$ cat src/rtl/reg_scoreboard_pkg.sv
`default_nettype none
// ============================================================================
// Module      : reg_scoreboard_pkg
// Description : Shared constants for the register-file scoreboard.
// Revision    : 1.0 - initial release
// ============================================================================
package reg_scoreboard_pkg;
    localparam int                 REG_CNT       = 32;
    localparam int                 REG_ADDR_W    = 5;
    localparam logic [4:0]         X0_ADDR       = 5'd0;
    localparam int                 DEFAULT_CNT_W = 2;
endpackage
`default_nettype wire

$ cat src/rtl/reg_scoreboard_counter.sv
`default_nettype none
// ============================================================================
// Module      : sb_counter
// Description : Saturating up/down outstanding-write counter for one register.
// Revision    : 1.0 - initial release
// ============================================================================
module sb_counter #(
    parameter int CNT_W = 2
) (
    input  logic             clk,
    input  logic             rst,
    input  logic             i_inc,
    input  logic             i_dec,
    input  logic             i_clr,
    output logic [CNT_W-1:0] o_cnt,
    output logic             o_busy
);
    localparam logic [CNT_W-1:0] c_CNT_MAX = '1;
    localparam logic [CNT_W-1:0] c_CNT_ONE = CNT_W'(1);

    logic [CNT_W-1:0] r_cnt;

    // A simultaneous inc and dec cancel; saturate at both ends.
    always_ff @(posedge clk) begin
        if (rst || i_clr) begin
            r_cnt <= '0;
        end else if (i_inc && !i_dec && (r_cnt != c_CNT_MAX)) begin
            r_cnt <= r_cnt + c_CNT_ONE;
        end else if (i_dec && !i_inc && (r_cnt != '0)) begin
            r_cnt <= r_cnt - c_CNT_ONE;
        end
    end

    assign o_cnt  = r_cnt;
    assign o_busy = (r_cnt != '0);
endmodule
`default_nettype wire

$ cat src/rtl/reg_scoreboard.sv
`default_nettype none
// ============================================================================
// Module      : reg_scoreboard
// Description : Issue-side RAW/WAW-overflow scoreboard for the register file.
// Revision    : 1.0 - initial release
// ============================================================================
module reg_scoreboard
    import reg_scoreboard_pkg::*;
#(
    parameter int CNT_W     = DEFAULT_CNT_W,
    parameter bit WB_BYPASS = 1'b0
) (
    input  logic                  clk,
    input  logic                  rst,
    input  logic                  issue_valid,
    input  logic [4:0]            issue_rs1,
    input  logic [4:0]            issue_rs2,
    input  logic                  issue_use_rs1,
    input  logic                  issue_use_rs2,
    input  logic                  issue_we,
    input  logic [4:0]            issue_rd,
    output logic                  issue_ready,
    input  logic                  wb_valid,
    input  logic [4:0]            wb_rd,
    input  logic                  flush,
    output logic [31:0]           busy_mask,
    output logic [CNT_W+4:0]      outstanding,
    output logic                  err_underflow
);
    localparam int               c_SUM_W   = CNT_W + REG_ADDR_W;
    localparam logic [CNT_W-1:0] c_CNT_MAX = '1;
    localparam logic [CNT_W-1:0] c_CNT_ONE = CNT_W'(1);

    logic [CNT_W-1:0]   w_cnt [REG_CNT];
    logic [REG_CNT-1:0] w_busy;
    logic [CNT_W-1:0]   w_rs1_cnt;
    logic [CNT_W-1:0]   w_rs2_cnt;
    logic [CNT_W-1:0]   w_rd_cnt;
    logic [CNT_W-1:0]   w_rd_eff;
    logic [CNT_W-1:0]   w_wb_cnt;
    logic               w_rs1_haz;
    logic               w_rs2_haz;
    logic               w_waw;
    logic               w_accept;
    logic               w_underflow;
    logic [c_SUM_W-1:0] w_sum;
    logic               r_err_underflow;

    // x0 is hardwired to zero and never tracked.
    assign w_cnt[0]  = '0;
    assign w_busy[0] = 1'b0;

    for (genvar r = 1; r < REG_CNT; r++) begin : g_reg
        sb_counter #(
            .CNT_W (CNT_W)
        ) u_cnt (
            .clk    (clk),
            .rst    (rst),
            .i_inc  (w_accept && issue_we && (issue_rd == REG_ADDR_W'(r))),
            .i_dec  (wb_valid && (wb_rd == REG_ADDR_W'(r))),
            .i_clr  (flush),
            .o_cnt  (w_cnt[r]),
            .o_busy (w_busy[r])
        );
    end

    always_comb begin
        w_rs1_cnt = w_cnt[issue_rs1];
        w_rs2_cnt = w_cnt[issue_rs2];
        w_rd_cnt  = w_cnt[issue_rd];
        w_wb_cnt  = w_cnt[wb_rd];

        // With bypass, a writeback retiring the last pending write clears the source now.
        w_rs1_haz = issue_use_rs1 && (issue_rs1 != X0_ADDR) && (w_rs1_cnt != '0)
                    && !(WB_BYPASS && wb_valid && (wb_rd == issue_rs1) && (w_rs1_cnt == c_CNT_ONE));
        w_rs2_haz = issue_use_rs2 && (issue_rs2 != X0_ADDR) && (w_rs2_cnt != '0)
                    && !(WB_BYPASS && wb_valid && (wb_rd == issue_rs2) && (w_rs2_cnt == c_CNT_ONE));

        w_rd_eff  = w_rd_cnt;
        if (WB_BYPASS && wb_valid && (wb_rd == issue_rd) && (w_rd_cnt != '0)) begin
            w_rd_eff = w_rd_cnt - c_CNT_ONE;
        end
        w_waw = issue_we && (issue_rd != X0_ADDR) && (w_rd_eff == c_CNT_MAX);

        issue_ready = !flush && !w_rs1_haz && !w_rs2_haz && !w_waw;
        w_accept    = issue_valid && issue_ready;
        w_underflow = wb_valid && (wb_rd != X0_ADDR) && !flush && (w_wb_cnt == '0);
    end

    always_comb begin
        w_sum = '0;
        for (int i = 0; i < REG_CNT; i++) begin
            w_sum = w_sum + c_SUM_W'(w_cnt[i]);
        end
    end

    always_ff @(posedge clk) begin
        if (rst) begin
            r_err_underflow <= 1'b0;
        end else if (w_underflow) begin
            r_err_underflow <= 1'b1;
        end
    end

    assign busy_mask     = w_busy;
    assign outstanding   = w_sum;
    assign err_underflow = r_err_underflow;
endmodule
`default_nettype wire

$ cat config.mk
export PLATFORM = sky130hd
export DESIGN_NAME = reg_scoreboard
export DESIGN_NICKNAME = d
export VERILOG_FILES = /design/src/rtl/reg_scoreboard_pkg.sv /design/src/rtl/reg_scoreboard_counter.sv /design/src/rtl/reg_scoreboard.sv
export SDC_FILE = /design/constraint.sdc
export NUM_CORES = 1
export LEC_CHECK = 0
export ABC_AREA = 1
export BUFFER_PORTS_ARGS = -buffer_cell sky130_fd_sc_hd__buf_4
export CAP_MARGIN = 30
export CORE_UTILIZATION = 56
export DETAILED_ROUTE_END_ITERATION = 16
export PLACE_DENSITY_LB_ADDON = 0.08
export SKIP_CTS_REPAIR_TIMING = 1
export SLEW_MARGIN = 20
export SYNTH_ARGS = -nofsm -noshare
export SYNTH_HDL_FRONTEND = slang
export SYNTH_SLANG_ARGS = --single-unit
$ cat constraint.sdc
create_clock -name clk -period 5.6 [get_ports clk]
set_input_delay 0.56 -clock clk [delete_from_list [all_inputs] [get_ports clk]]
set_output_delay 0.56 -clock clk [all_outputs]
set_load 0.02 [all_outputs]
==> results.cfg <==
[run_status]
status = complete, but fails checks
violations = negative setup slack

[routing]
antenna_left = 0
vias_per_cell = 5.71
met1_length_um = 10400
dr.pass1.iters = 7
dr_wl_met3_um = 3260
routed_wire_length_per_instance_um = 18.0
drtIter0Drc = 1215
finalWirelength_um = 26500
drc = 0
highest_layer = met4
vias = 8390
wl_met2_um = 11400

[power]
p_per_area_mw_per_mm2 = 133
p_leak_nw = 3.78
finalPower_mw = 1.14
worst_ir_drop_vdd_uv = 151

[yosys]
synth_cell_type_count = 38
synthXorXnorAreaFrac = 0.00711
ys_warn_count = 0
synthesis.nets = 1317
synthCells = 1220
synth_top_family_by_area = simple AND/OR/NAND/NOR gates
ys_ff_latch = 63
syn_area_mm2 = 0.00739
syn_area_per_cell_um2 = 6.06
yosys.area_share.simple = 0.401
synth_mux_area_frac = 0
synth_fa_ha_area_frac = 0.175
synth_compound_area_frac = 0.0955
synth_seq_area_share = 0.171

[setup_path]
cp-start-kind = flip-flop
startpoint = g_reg[26].u_cnt.o_cnt[0]
crit_arrival_ns = 5.46
cp_slowest_cell = fa_2
cp_top_family = adder cells
cp.depth = 17
path_cells = fa_2 -> inv_1 -> fa_1 -> fa_1 -> inv_1 -> fa_2 -> inv_2 -> fa_1 -> fa_2 -> fa_1 -> inv_1 -> ha_2 -> inv_2 -> fa_2 -> o21ai_4 -> xor2_2 -> buf_4
reg2reg_from = g_reg[19].u_cnt.o_cnt[0]
reg2reg_depth = 18
critPathCaptureType = output port
path_class = reg2out
path_max_fanout = 2
critical_path_buf_inv_count = 6
slowest_delay_ns = 0.64
crit_required_ns = 5.04

[timing]
setup_ws_ns = -0.418
setup_viol = 5
finalCriticalPeriod_ns = 6.02
hold_viol = 0
fin_skew_ns = 0.00790
finalCritPeriodShare = 1.07
slew_headroom = 0.424
max_freq_mhz = 166
report.final.slew_viol_count = 0
worst_pin_slew_ns = 0.861
rsz0062_at_grt = yes

[placement]
place.gp.congestion = 1.08
portBuffers = 67
dp_hpwl_um = 20600
placed_cells = 1456

[finish]
fin_cells = 1470
layout_common_cells = nand2_1 (355), inv_1 (185), nor2_1 (177), buf_4 (126), nand3_1 (103)
nets = 1392
antenna_cells = 0
area_delta_synth_final_pct = 15.3
drive_gt1_frac = 0.136
final_common_cell = nand2_1

[floorplanning]
io_pins = 69
start_util = 0.581
rows = 41
die_w_um = 117
fp.dieH_um = 117
die_area_mm2 = 0.0137
core_mm2 = 0.0127

[worst_hold_path]
holdCritPathClass = in2reg
hold_start = rst
whs_path_depth = 2

[clock_tree]
worst_skew_pair.late_latency_ns = 0.36
cts_buffer_depth = 2
clock_sinks = 63
clk_pin_slew_ns = 0.06
cts.htree.levels = 3
cts_tree = done
root_buffer = clkbuf_16
cts_made_buffers = 9

[grt]
grt_max_degree = 61
grt.total_usage = 0.398
grt_pass1_wl_um = 39400
overflow = 0
antenna_found_initial = 0
grt_pass1_vias = 7336

[run]
maxCapViolCount = 0
==> registers in the layout, summed over array words and instances (netlist names) <==
signal         cells
g.u_cnt.o_cnt     62
err_underflow      1
==> where the power goes <==
| part | switching (mW) | internal (mW) | total [mW] |
|---|---|---|---|
| Combinational | 0.115 | 0.0390 | 0.154 |
| Sequential | 0.000476 | 0.449 | 0.449 |
| Clock | 0.229 | 0.305 | 0.534 |
==> per-layer routing <==
layer,vias up,global-route usage
met2,574,0.609
li1,3942,-
met5,-,0
met4,0,0.197
met1,3757,0.518
met3,117,0.109
==> logic make-up (layout without fill, tap and decap cells) <==
family / count (synthesis) / in the layout
AOI/OAI and AO/OA: 121 / 121
xor gates and xnor gates: 6 / 6
adders and majority gates: 69 / 69
buffers and inverters: 255 / 333
DFF: 63 / 63
other: 1 / 1
and+or+nand+nor: 705 / 705
==> stage by stage <==
stage / hold WS (ns) / instance area, um2 / worst slack [ns] / TNS, ns / utilization
after floorplan: 0.461 / 7400 / 0.00442 / 0 / -
after global placement: 0.438 / 8190 / -0.0895 / -0.156 / 0.643
after detailed placement: 0.449 / 8190 / -0.183 / -0.503 / 0.643
after CTS: 0.387 / 8450 / -0.562 / -2.39 / 0.664
after global routing: 0.395 / 8520 / -0.532 / -2.30 / 0.670
final: 0.389 / 8520 / -0.418 / -1.76 / 0.670
==> worst paths after layout <==
kind | end | slack [ns]
max | outstanding[5] | -0.42
min | err_underflow | 0.39
max reg2reg | g_reg[19].u_cnt.o_cnt[0] | 2.16
min reg2reg | err_underflow | 0.46
==> synthesized netlist by cell type (all sizes together) <==
cell type,count,share of area
nor3,25,0.017
o21bai,2,0.0020
o221ai,4,0.0047
dfxtp,63,0.17
a31oi,27,0.023
ha,12,0.020
conb,1,0.00051
o211ai,4,0.0041
a21boi,2,0.0020
nor2,180,0.093
a21o,1,0.0010
buf,46,0.044
nand3b,30,0.030
xnor2,4,0.0047
o2111ai,1,0.0012
fa,57,0.15
o22ai,6,0.0051
a21oi,51,0.035
nand3,104,0.071
a22oi,3,0.0030
or2,2,0.0017
clkbuf,17,0.0088
a211oi,1,0.0010
inv,191,0.097
o21ai,17,0.012
xor2,2,0.0024
clkinv,1,0.00051
nand4,8,0.0068
nand2,356,0.18
a221oi,2,0.0024
==> worst reg2reg max path, cell delays in order, from the launching register on <==
cell and delay [ns]:
dfxtp_1 0.31, buf_4 0.13, nor2_1 0.29, inv_1 0.18, o21ai_0 0.22, a21oi_1 0.10, nor2_1 0.14, nor2_1 0.07
nand2_1 0.07, nand2_1 0.04, nand2_1 0.20, nand3_2 0.16, nor2_4 0.67, buf_4 0.35, nand2_1 0.11, nand3_1 0.10
nand3_1 0.08, nand2_1 0.06, nor2_1 0.05
==> layout make-up <==
| type | count | area [um2] |
|---|---|---|
| Inverter | 192 | 721 |
| Sequential cell | 63 | 1270 |
| Clock inverter | 4 | 23.8 |
| Tap cell | 172 | 215 |
| Multi-Input combinational cell | 902 | 5100 |
| Timing Repair Buffer | 127 | 957 |
| Clock buffer | 10 | 239 |
| Fill cell | 1210 | 4200 |
Power figures use the tool's default switching activity.
